`config.mk`:
```
export PLATFORM = sky130hd
export DESIGN_NAME = io_peripherals_flat
export DESIGN_NICKNAME = d
export VERILOG_FILES = /design/src/rtl/io_peripherals_pkg.sv /design/src/rtl/io_peripherals_if.sv /design/src/rtl/io_peripherals_switch_debouncer.sv /design/src/rtl/io_peripherals.sv /design/src/flat_wrapper.sv
export SDC_FILE = /design/constraint.sdc
export NUM_CORES = 1
export LEC_CHECK = 0
export CAP_MARGIN = 20
export CORE_MARGIN = 3
export CORE_UTILIZATION = 56
export CTS_CLUSTER_DIAMETER = 30
export CTS_CLUSTER_SIZE = 40
export DETAILED_ROUTE_END_ITERATION = 8
export HOLD_SLACK_MARGIN = 0.03
export PLACE_DENSITY = 0.86
export SKIP_LAST_GASP = 1
export SYNTH_ARGS = -nofsm -noshare
export SYNTH_HDL_FRONTEND = slang
export SYNTH_SLANG_ARGS = --single-unit
```
`constraint.sdc`:
```
create_clock -name clk -period 7.1 [get_ports clk]
set_clock_uncertainty 0.1 [all_clocks]
set_input_delay 1.065 -clock clk [delete_from_list [all_inputs] [get_ports clk]]
set_output_delay 1.065 -clock clk [all_outputs]
set_load 0.005 [all_outputs]
```
`src/rtl/io_peripherals_pkg.sv`:
```
// Shared definitions for the memory-mapped I/O peripheral block:
// register byte offsets inside the 256-byte window, CTRL bit positions,
// the CTRL register layout and the address-to-offset helper.
package io_periph_pkg;

  localparam logic [7:0] OFF_LEDS   = 8'h00;
  localparam logic [7:0] OFF_SW     = 8'h04;
  localparam logic [7:0] OFF_SW_CHG = 8'h08;
  localparam logic [7:0] OFF_TIMER  = 8'h0C;
  localparam logic [7:0] OFF_CTRL   = 8'h10;

  localparam int CTRL_TEN   = 0;
  localparam int CTRL_OVF   = 1;
  localparam int CTRL_CHGIE = 2;
  localparam int CTRL_OVFIE = 3;

  // Packed so that ten lands on bit 0, matching the CTRL_* indices above
  typedef struct packed {
    logic ovfie;
    logic chgie;
    logic ovf;
    logic ten;
  } ctrl_t;

  // Word-aligned byte offset within the window; byte-lane bits are ignored
  function automatic logic [7:0] word_offset(input logic [31:0] adr);
    return {adr[7:2], 2'b00};
  endfunction

endpackage

```
`src/rtl/io_peripherals_if.sv`:
```
// Processor data-bus view of the peripheral window: the core drives the
// address/store signals, the peripheral answers with combinational read
// data and a window-hit flag used by top to steer ReadData.
interface io_peripherals_if;

  logic        MemWrite;
  logic [31:0] DataAdr;
  logic [31:0] WriteData;
  logic [31:0] ReadData;
  logic        hit;

  modport master (
    output MemWrite, DataAdr, WriteData,
    input  ReadData, hit
  );

  modport slave (
    input  MemWrite, DataAdr, WriteData,
    output ReadData, hit
  );

endinterface

```
`src/rtl/io_peripherals_switch_debouncer.sv`:
```
// Switch debouncer: two-flop synchronizer followed by one stability counter
// shared by the whole vector. The debounced value is accepted once the
// synchronized vector has been unchanged long enough; 'changed' is a
// combinational one-cycle vector of the bits that flip on that acceptance.
module switch_debouncer #(
  parameter int N_IO            = 10,
  parameter int DEBOUNCE_CYCLES = 50000
) (
  input  logic            clk,
  input  logic            reset,
  input  logic [N_IO-1:0] raw,
  output logic [N_IO-1:0] debounced,
  output logic [N_IO-1:0] changed
);

  localparam int            CW       = $clog2(DEBOUNCE_CYCLES);
  localparam logic [CW-1:0] CNT_MAX  = CW'(DEBOUNCE_CYCLES - 1);
  localparam logic [CW-1:0] CNT_LOAD = CW'(DEBOUNCE_CYCLES - 2);

  logic [N_IO-1:0] sync_a;
  logic [N_IO-1:0] sync_b;
  logic [N_IO-1:0] sync_prev;
  logic [CW-1:0]   stable_cnt;
  logic            stable;
  logic            load;

  // Accept on the edge where the count steps onto its terminal value, so the
  // new value appears DEBOUNCE_CYCLES edges after the synchronizer output moves
  assign stable  = (sync_b == sync_prev);
  assign load    = stable && (stable_cnt == CNT_LOAD);
  assign changed = load ? (sync_b ^ debounced) : '0;

  // Synchronize the raw switches and keep last cycle's synchronized value
  always_ff @(posedge clk or posedge reset) begin
    if (reset) begin
      sync_a    <= '0;
      sync_b    <= '0;
      sync_prev <= '0;
    end else begin
      sync_a    <= raw;
      sync_b    <= sync_a;
      sync_prev <= sync_b;
    end
  end

  // Count stable cycles, restarting on any change and saturating at the top
  always_ff @(posedge clk or posedge reset) begin
    if (reset) begin
      stable_cnt <= '0;
    end else if (!stable) begin
      stable_cnt <= '0;
    end else if (stable_cnt != CNT_MAX) begin
      stable_cnt <= stable_cnt + CW'(1);
    end
  end

  // Capture the synchronized vector once it has been stable long enough
  always_ff @(posedge clk or posedge reset) begin
    if (reset) begin
      debounced <= '0;
    end else if (load) begin
      debounced <= sync_b;
    end
  end

endmodule

```
`src/rtl/io_peripherals.sv`:
```
// Memory-mapped I/O slave: LED register, debounced switches with sticky
// change flags, a prescaled 32-bit timer with overflow, and a level
// interrupt. Reads are combinational so the single-cycle core can use them
// in the same cycle as the access.
module io_peripherals
  import io_periph_pkg::*;
#(
  parameter logic [31:0] BASE_ADDR       = 32'hFFFF_FF00,
  parameter int          N_IO            = 10,
  parameter int          DEBOUNCE_CYCLES = 50000,
  parameter int          TIMER_DIV       = 50
) (
  input  logic             clk,
  input  logic             reset,
  io_peripherals_if.slave  bus,
  input  logic [N_IO-1:0]  switches,
  output logic [N_IO-1:0]  leds,
  output logic             irq
);

  localparam int            PW        = (TIMER_DIV > 1) ? $clog2(TIMER_DIV) : 1;
  localparam logic [PW-1:0] PRESC_MAX = PW'(TIMER_DIV - 1);

  logic [7:0]      offset;
  logic            sel_hit;
  logic            wr;
  logic            wr_leds;
  logic            wr_chg;
  logic            wr_timer;
  logic            wr_ctrl;
  logic [N_IO-1:0] sw;
  logic [N_IO-1:0] sw_changed;
  logic [N_IO-1:0] sw_chg;
  logic [31:0]     timer;
  logic [PW-1:0]   presc;
  logic            tick;
  logic            overflow;
  ctrl_t           ctrl;
  logic [31:0]     rdata;

  switch_debouncer #(
    .N_IO            (N_IO),
    .DEBOUNCE_CYCLES (DEBOUNCE_CYCLES)
  ) u_debouncer (
    .clk       (clk),
    .reset     (reset),
    .raw       (switches),
    .debounced (sw),
    .changed   (sw_changed)
  );

  // Decode is forced inactive during reset so hit and ReadData read 0
  assign sel_hit  = !reset && (bus.DataAdr[31:8] == BASE_ADDR[31:8]);
  assign offset   = word_offset(bus.DataAdr);
  assign wr       = bus.MemWrite && sel_hit;
  assign wr_leds  = wr && (offset == OFF_LEDS);
  assign wr_chg   = wr && (offset == OFF_SW_CHG);
  assign wr_timer = wr && (offset == OFF_TIMER);
  assign wr_ctrl  = wr && (offset == OFF_CTRL);

  // A load of TIMER takes precedence over the tick, so it cannot overflow
  assign tick     = ctrl.ten && (presc == PRESC_MAX);
  assign overflow = tick && !wr_timer && (timer == 32'hFFFF_FFFF);

  assign bus.hit      = sel_hit;
  assign bus.ReadData = rdata;
  assign irq          = (ctrl.chgie && (|sw_chg)) || (ctrl.ovfie && ctrl.ovf);

  // Combinational read mux; unmapped offsets and unused upper bits read 0
  always_comb begin
    rdata = '0;
    if (sel_hit) begin
      case (offset)
        OFF_LEDS:   rdata[N_IO-1:0] = leds;
        OFF_SW:     rdata[N_IO-1:0] = sw;
        OFF_SW_CHG: rdata[N_IO-1:0] = sw_chg;
        OFF_TIMER:  rdata           = timer;
        OFF_CTRL:   rdata[3:0]      = ctrl;
        default:    rdata           = '0;
      endcase
    end
  end

  // LED register, loaded by full-word stores
  always_ff @(posedge clk or posedge reset) begin
    if (reset) begin
      leds <= '0;
    end else if (wr_leds) begin
      leds <= bus.WriteData[N_IO-1:0];
    end
  end

  // Sticky change flags: write-1-to-clear, with a new change winning
  always_ff @(posedge clk or posedge reset) begin
    if (reset) begin
      sw_chg <= '0;
    end else begin
      sw_chg <= (sw_chg & ~(wr_chg ? bus.WriteData[N_IO-1:0] : '0)) | sw_changed;
    end
  end

  // Prescaler runs only while enabled and holds its value when disabled
  always_ff @(posedge clk or posedge reset) begin
    if (reset) begin
      presc <= '0;
    end else if (ctrl.ten) begin
      presc <= tick ? '0 : presc + PW'(1);
    end
  end

  // Timer count: a store loads it, otherwise each tick increments it
  always_ff @(posedge clk or posedge reset) begin
    if (reset) begin
      timer <= '0;
    end else if (wr_timer) begin
      timer <= bus.WriteData;
    end else if (tick) begin
      timer <= timer + 32'd1;
    end
  end

  // Control register; OVF is sticky and a simultaneous overflow beats its clear
  always_ff @(posedge clk or posedge reset) begin
    if (reset) begin
      ctrl <= '0;
    end else begin
      if (wr_ctrl) begin
        ctrl.ten   <= bus.WriteData[CTRL_TEN];
        ctrl.chgie <= bus.WriteData[CTRL_CHGIE];
        ctrl.ovfie <= bus.WriteData[CTRL_OVFIE];
      end
      ctrl.ovf <= overflow || (ctrl.ovf && !(wr_ctrl && bus.WriteData[CTRL_OVF]));
    end
  end

endmodule

```
`src/flat_wrapper.sv`:
```
// flat-port wrapper written by rule: the top's interface ports become plain ports
module io_peripherals_flat import io_periph_pkg::*;
#(
  parameter logic [31:0] BASE_ADDR       = 32'hFFFF_FF00,
  parameter int          N_IO            = 10,
  parameter int          DEBOUNCE_CYCLES = 50000,
  parameter int          TIMER_DIV       = 50
)
  (clk, reset, switches, leds, irq, bus_MemWrite, bus_DataAdr, bus_WriteData, bus_ReadData, bus_hit);
  io_peripherals_if bus_i ();
  input  logic clk;
  input  logic reset;
  input  logic [N_IO-1:0] switches;
  output logic [N_IO-1:0] leds;
  output logic irq;
  input wire logic [$bits(bus_i.MemWrite)-1:0] bus_MemWrite;
  input wire logic [$bits(bus_i.DataAdr)-1:0] bus_DataAdr;
  input wire logic [$bits(bus_i.WriteData)-1:0] bus_WriteData;
  output wire logic [$bits(bus_i.ReadData)-1:0] bus_ReadData;
  output wire logic [$bits(bus_i.hit)-1:0] bus_hit;
  assign bus_i.MemWrite = bus_MemWrite;
  assign bus_i.DataAdr = bus_DataAdr;
  assign bus_i.WriteData = bus_WriteData;
  assign bus_ReadData = bus_i.ReadData;
  assign bus_hit = bus_i.hit;
  io_peripherals #(.BASE_ADDR(BASE_ADDR), .N_IO(N_IO), .DEBOUNCE_CYCLES(DEBOUNCE_CYCLES), .TIMER_DIV(TIMER_DIV)) u_core (.clk(clk), .reset(reset), .bus(bus_i), .switches(switches), .leds(leds), .irq(irq));
endmodule
```
==> summary.md, run 1 <==
| Metric | Value |
|---|---|
| RSZ-0062 raised after global routing | `false` |
| Syn nets | `around 630` |
| First-pass DRT Iterations | `7` |
| Flop-to-flop setup slack | `3.97 ns` |
| # placed instances | `a little under 800` |
| Critical Path End Type | `output pin` |
| Synthesis Warnings | `0` |
| Post-Syn Instances | `552` |
| GRT busiest layer | `met2` |
| Clk buf depth | `2` |
| Vias in the first global route | `5011` |
| Critical path's top delay family | `simple AND/OR/NAND/NOR gates` |
| Area Overhead vs Synth | `32.7%` |
| R2r worst-path depth | `5` |
| Least-Margin Pin Slew | `0.892 ns` |
| Max-slew violations | `0` |
| Max Freq | `191 MHz` |
| Most used cell, CP | `clkdlybuf4s50_1` |
| Chip width | `around 110 µm` |
| Crit-path max FO | `21` |
| Largest net degree at the start of global routing | `89` |
| Clock transition at path regs | `0.06 ns` |
| Reg2reg start | `u_core.u_debouncer.sync_b[7]$_DFF_PP0_` |
| Min Tclk post-route | `roughly 5.2 ns` |
| Max-Cap Viols | `0` |
| Fin Setup TNS | `0 ns` |
| Antenna violations before repair | `0` |
| Layout cells sized above 1 | `10.8%` |
| Async S/R FF share, synth | `100%` |
| Clock root cell | `clkbuf_8` |
| H-tree depth | `4` |
| Routed wire length | `15200 µm` |
| WP buf/inv | `3` |
| Flops & latches, synth | `roughly 120` |
| Synthesized area per cell | `10.6 µm²` |
| Port Buffers | `118` |
| GRT overflow | `0` |
| DRC viols | `0` |
| Leak | `3.08 nW` |
| Core area | `9950 µm²` |
| DIE AREA | `11700 µm²` |
| Peak supply drop | `0.180 mV` |
| Crit start category | `input port` |
| PD cells | `just over 200 nW/µm²` |
| DR iter-0 viols | `413` |
| Hpwl dp | `~10000 µm` |
| CTS sink cnt | `approximately 120` |
| Overall Power | `approximately 1.6 mW` |
| Final period utilization | `~74%` |
| Seq/Total Area, Yosys | `between 50% and 60%` |
| Wire per inst | `about 19 µm` |
| Slowest cell on the critical path | `nor2_1` |
| DR vias/cell | `between 5 and 6` |
| Post-synth EDFFs | `0` |
| Hold Path Depth | `0` |
| Max-Slew Margin vs Limit | `~40%` |
| GR met2 Demand/Resource | `about half` |
| Grt met3 use | `about 7%` |
| Crit path kind | `in -> out` |
| CTS tree | `yes` |
| Hold buffer count at CTS | `0` |
| Mapped Area | `5830 µm²` |
| Min-delay worst type | `reg -> reg` |
| Io pins | `between 100 and 150` |
| Total CTS buffers | `17` |
| Chip Height | `around 110 µm` |
| Initial core utilization | `between 50% and 60%` |
| Beginning of the critical path | `bus_DataAdr[20]` |
| Hold_sp | `u_core.u_debouncer.sync_a[2]$_DFF_PP0_` |
| Instance count on the critical path | `8` |
| Diodes inserted | `0` |
| Final hold violation count | `0` |
| Max incr delay on CP | `0.69 ns` |
| Post CTS Setup Buffer Count | `0` |
| Final GP Congestion | `between 0.9 and 1` |
| Status | `completed` |
| Final ANT Viol Nets | `0` |
| Met1 Use GR | `a little under a third` |
| Clk Latency, worst-skew pair | `around 0.52 ns` |
| Yosys cell types | `38` |
| Final setup fails | `0` |
| WP data required | `5.93 ns` |
| Gr usage total | `roughly 27%` |
| Row count | `36` |
| First-pass GRT wire length | `~25000 µm` |
| Post-synth top flop | `dfrtp_1` |
| Final #Nets | `754` |
| Post-Layout Cell Count | `~820` |
| Cts repair resizes | `0` |
| Via Count | `just under 5000` |
| Worst path arrival time | `approximately 4.1 ns` |
| Critical path, cell by cell | `clkdlybuf4s50_1, nand4_1, nor3_1, nand3_1, buf_4, nor2_1, and2_1, clkdlybuf4s50_1` |
routing by layer:
| layer | vias up | wire length [µm] |
|---|---|---|
| met5 | - | 0 |
| met4 | 0 | 298 |
| met3 | 35 | 1150 |
| met2 | 242 | 8040 |
| met1 | 2379 | 5720 |
| li1 | 2205 | - |
final timing paths:
path | endpoint
min reg2reg | u_core.u_debouncer.sync_b[2]$_DFF_PP0_
max in group asynchronous | u_core.u_debouncer.debounced[1]$_DFFE_PP0P_
max reg2reg | u_core.u_debouncer.debounced[7]$_DFFE_PP0P_
min | u_core.u_debouncer.sync_b[2]$_DFF_PP0_
max | bus_ReadData[31]
min in group asynchronous | u_core.presc[1]$_DFFE_PP0P_
cells in the final DEF (no fill, tap or decap), types with 2 or more instances in the layout:
cell	n
clkdlybuf4s50_1	118
dfrtp_1	118
nor2_1	64
xor2_1	40
a21oi_1	35
nand2_1	29
nand4_1	27
o21ai_0	26
xnor2_1	25
nand3_1	24
and2_1	21
clkbuf_16	16
nor3_1	13
mux2_2	12
mux4_2	10
mux2_4	10
inv_1	9
and4_1	9
and3_1	9
nor4_1	8
inv_8	7
nor2b_1	6
ha_1	5
or4b_1	4
a22oi_1	4
clkinv_8	4
buf_4	4
nand4b_1	3
or3_1	3
inv_6	3
mux2i_1	2
nor3_2	2
a211oi_1	2
layout make-up:
| cell class | count | area [µm²] |
|---|---|---|
| flip-flops and latches | 118 | 2950 |
| multi-input cells | 401 | 2740 |
| fillers | 617 | 2220 |
| repair buffers | 124 | 1240 |
| clock buffers | 17 | 414 |
| clock inverters | 15 | 178 |
| well taps | 133 | 166 |
| inverters | 10 | 40.0 |
cell families (layout without fill, tap and decap cells):
| group | Yosys count | count (layout) | share of synthesized area (%) |
|---|---|---|---|
| and+or+nand+nor | 227 | 227 | 20.7 |
| DFF | 118 | 118 | 50.6 |
| AOI/OAI and AO/OA | 70 | 70 | 6.37 |
| xor gates and xnor gates | 65 | 65 | 9.76 |
| muxes | 34 | 34 | 9.10 |
| buffers and inverters | 33 | 166 | 2.36 |
| adders and majority gates | 5 | 5 | 1.07 |
power by group:
group          switching, mW  internal [mW]  leakage, nW  total (mW)
clock network          0.374          0.459        0.288       0.833
logic                 0.0346         0.0502         1.43      0.0848
registers            0.00681          0.681         1.35       0.688
total                  0.415           1.19         3.08        1.61
registers in the layout, indices dropped and copies added (netlist names):
register                       cells
u_core.ctrl                        4
u_core.leds                       10
u_core.presc                       6
u_core.sw_chg                     10
u_core.timer                      32
u_core.u_debouncer.debounced      10
u_core.u_debouncer.stable_cnt     16
u_core.u_debouncer.sync_a         10
u_core.u_debouncer.sync_b         10
u_core.u_debouncer.sync_prev      10
through the flow:
step                util [%]  worst slack (ns)  hold slack (ns)  instance area (µm²)
finish                  77.7              1.87            0.248                 7730
global route            77.7              1.57            0.253                 7730
floorplan                  -              2.81            0.231                 5830
global placement        71.4              1.90            0.232                 7110
CTS                     77.4              1.58            0.250                 7700
detailed placement      71.4              1.67            0.236                 7110
Yosys cell counts, types with 6 or more instances:
cell      number  share of area [%]
nor3_1        13                1.1
and4_1         9                1.4
dfrtp_1      118                 51
a21oi_1       35                3.0
nor2b_1        6               0.64
nor2_1        64                4.1
nor4_1         8               0.86
mux4_2        10                3.9
xnor2_1       25                3.8
mux2_4        10                2.6
xor2_1        40                6.0
o21ai_0       26                2.2
nand2_1       29                1.9
and2_1        21                2.3
and3_1         9               0.97
mux2_2        12                2.3
nand4_1       27                2.9
inv_1         10               0.64
nand3_1       24                2.1
clkbuf_1      17                1.1
(Power assumes the default switching activity.)
==> run 2, diff against run 1 <==
--- a/config.mk
+++ b/config.mk
@@ -7,12 +7,12 @@
 export LEC_CHECK = 0
 export CAP_MARGIN = 20
 export CORE_MARGIN = 3
-export CORE_UTILIZATION = 56
+export CORE_UTILIZATION = 47
 export CTS_CLUSTER_DIAMETER = 30
 export CTS_CLUSTER_SIZE = 40
 export DETAILED_ROUTE_END_ITERATION = 8
 export HOLD_SLACK_MARGIN = 0.03
-export PLACE_DENSITY = 0.86
+export PLACE_DENSITY = 0.77
 export SKIP_LAST_GASP = 1
 export SYNTH_ARGS = -nofsm -noshare
 export SYNTH_HDL_FRONTEND = slang
==> constraint.sdc (replaced) <==
create_clock -name clk -period 4.75 [get_ports clk]
set_clock_uncertainty 0.1 [all_clocks]
set_input_delay 0.7125 -clock clk [delete_from_list [all_inputs] [get_ports clk]]
set_output_delay 0.7125 -clock clk [all_outputs]
set_load 0.005 [all_outputs]
==> summary.md, run 2 (same netlist as run 1, synthesis figures left out) <==
| Metric | Value |
|---|---|
| Hold_sp | `u_core.u_debouncer.sync_a[7]$_DFF_PP0_ (was u_core.u_debouncer.sync_a[2]$_DFF_PP0_)` |
| First-pass DRT Iterations | `5 (was 7)` |
| Vias in the first global route | `4820 (was 5011)` |
| Min-delay worst type | `reg -> reg (unchanged)` |
| Crit path kind | `in -> out (unchanged)` |
| Via Count | `4705 (was 4861)` |
| Largest regs | `u_core.timer x32, u_core.u_debouncer.stable_cnt x16 (unchanged)` |
| Hpwl dp | `10400 µm (was 10500 µm)` |
| Port Buffers | `118 (unchanged)` |
| CTS sink cnt | `118 (unchanged)` |
| WHS Endpoint | `u_core.u_debouncer.sync_b[7]$_DFF_PP0_ (was u_core.u_debouncer.sync_b[2]$_DFF_PP0_)` |
| Final setup fails | `0 (unchanged)` |
| Post-route design area | `7740 µm² (was 7730 µm²)` |
| Reg2reg start | `u_core.u_debouncer.sync_b[7]$_DFF_PP0_ (unchanged)` |
| GRT overflow | `0 (unchanged)` |
| Clock root cell | `clkbuf_16 (was clkbuf_8)` |
| Status | `completed (unchanged)` |
| Final hold violation count | `0 (unchanged)` |
| P_sw | `496 µW (was 415 µW)` |
| CTS tree | `yes (unchanged)` |
| Min Tclk post-route | `~3.9 ns` |
| Leak | `3.07 nW (was 3.08 nW)` |
| Routed wire length | `14600 µm (was 15200 µm)` |
| Io pins | `121 (unchanged)` |
| Max Freq | `around 260 MHz` |
| Hold Path Depth | `0 (unchanged)` |
| Switching Fraction | `21.2% (was 25.8%)` |
| Fill count | `927 (was 617)` |
| Layout cells sized above 1 | `10.6% (was 10.8%)` |
| DIE AREA | `13800 µm² (was 11700 µm²)` |
| Reg-to-Reg End | `u_core.u_debouncer.debounced[5]$_DFFE_PP0P_ (was u_core.u_debouncer.debounced[7]$_DFFE_PP0P_)` |
| Cts repair resizes | `0 (unchanged)` |
| Final GP Congestion | `0.872 (was 0.904)` |
| Reg with most FFs | `u_core.timer (unchanged)` |
| DR iter-0 viols | `459 (was 413)` |
| Core area | `12100 µm² (was 9950 µm²)` |
| Crit start category | `input port (unchanged)` |
| Post CTS Setup Buffer Count | `0 (unchanged)` |
| Chip Height | `117 µm (was 108 µm)` |
| Clk Latency, worst-skew pair | `0.41 ns (was 0.52 ns)` |
| Hold buffer count at CTS | `0 (unchanged)` |
| Peak supply drop | `0.281 mV (was 0.180 mV)` |
| Max-Cap Viols | `0 (unchanged)` |
| # placed instances | `824 (was 784)` |
| Commonest non-fill, non-tap cells in the layout | `clkdlybuf4s50_1 (118), dfrtp_1 (118), nor2_1 (64) (unchanged)` |
| Fin Setup TNS | `0 ns (unchanged)` |
| Max reg flops | `32 (unchanged)` |
| Area Overhead vs Synth | `32.8% (was 32.7%)` |
| Max-slew violations | `0 (unchanged)` |
| Crit-path max FO | `20 (was 21)` |
| Initial core utilization | `48.3% (was 58.6%)` |
| PD cells | `302 nW/µm² (was 208 nW/µm²)` |
| WP data required | `3.94 ns (was 5.93 ns)` |
| Gr usage total | `21.8% (was 27.3%)` |
| Flop-to-flop setup slack | `1.81 ns (was 3.97 ns)` |
| Clk buf depth | `2 (unchanged)` |
| Row count | `40 (was 36)` |
| RSZ-0062 raised after global routing | `false (unchanged)` |
| Critical Path End Type | `output pin (unchanged)` |
| Final #Nets | `757 (was 754)` |
| Clk pwr share | `50.8% (was 51.9%)` |
| Max-Slew Margin vs Limit | `36.4% (was 40.1%)` |
| Largest net degree at the start of global routing | `79 (was 89)` |
| Wire per inst | `17.1 µm (was 18.6 µm)` |
| Placed cell area | `7190 µm² (was 7110 µm²)` |
| Antenna violations before repair | `0 (unchanged)` |
| Final core utilization | `64.2% (was 77.7%)` |
| Sequential power share | `43.9% (was 42.8%)` |
| Worst path arrival time | `3.04 ns (was 4.06 ns)` |
| Total CTS buffers | `17 (unchanged)` |
| Combinational Power Share | `5.3% (about the same)` |
| Final period utilization | `between 80 and 90%` |
| Diodes inserted | `0 (unchanged)` |
| Clock transition at path regs | `0.05 ns (was 0.06 ns)` |
| Overall Power | `2.34 mW (was 1.61 mW)` |
| Pint | `1.85 mW (was 1.19 mW)` |
| Post-Layout Cell Count | `855 (was 818)` |
| DR vias/cell | `5.50 (was 5.94)` |
| Least-Margin Pin Slew | `0.953 ns (was 0.892 ns)` |
| First-pass GRT wire length | `24200 µm (was 24700 µm)` |
| R2r worst-path depth | `5 (unchanged)` |
| Final ANT Viol Nets | `0 (unchanged)` |
| H-tree depth | `4 (unchanged)` |
| DRC viols | `0 (unchanged)` |
| Chip width | `117 µm (was 108 µm)` |
run 2: cell types whose count changed in the layout (fill, tap and decap cells not counted), sizes merged:
cell / previous run / this run
inv: 20 / 10
buf: 6 / 9
bufinv: 0 / 1
clkbuf: 17 / 23
clkinv: 4 / 6
run 2: power by group through the flow:
stage                     sequential [mW]  clock [mW]  combinational, mW
after floorplan                      1.04           0             0.0430
after CTS                            1.03        1.20              0.125
after detailed placement             1.05           0              0.124
after global routing                 1.03        1.25              0.133
final                                1.03        1.19              0.123
after global placement               1.04           0              0.123
run 2: how the worst max path moves through the flow:
stage | depth (start not counted) | startpoint | to
global route | 7 | bus_DataAdr[27] | bus_ReadData[28]
finish | 7 | bus_DataAdr[25] | bus_ReadData[28]
detailed placement | 7 | bus_DataAdr[25] | bus_ReadData[28]
global placement | 7 | bus_DataAdr[30] | bus_ReadData[28]
CTS | 7 | bus_DataAdr[25] | bus_ReadData[28]
floorplan | 1 | reset | u_core.ctrl[0]$_DFFE_PP0P_
run 2: layer usage:
metal	routed length (µm)	up-vias	global-route usage, %
met5	0	-	0
met4	311	0	7.77
li1	-	2205	-
met1	5910	2269	26.3
met2	7470	195	38.0
met3	912	36	5.50
run 2: metrics by stage:
stage | hold WS [ns] | setup WS [ns]
after floorplan | 0.231 | 0.808
after global placement | 0.231 | 0.922
after detailed placement | 0.235 | 0.933
after CTS | 0.246 | 0.929
after global routing | 0.248 | 0.755
final | 0.245 | 0.899
run 2: final cells by class:
cell class	instances	area, µm²	share of cell area (%)
tap	168	210	2.71
clock buffer	23	478	6.17
multi-input combinational	401	2740	35.4
inverter	10	40.0	0.517
sequential	118	2950	38.1
clock inverter	8	75.1	0.969
timing repair buffer	127	1250	16.1
run 2: worst max-delay path: stages:
cell and delay (ns):
clkdlybuf4s50_1 0.47, nand4_1 0.18, nor3_1 0.42, nand3_1 0.16, buf_4 0.23, nor3_1 0.29, clkdlybuf4s50_1 0.57
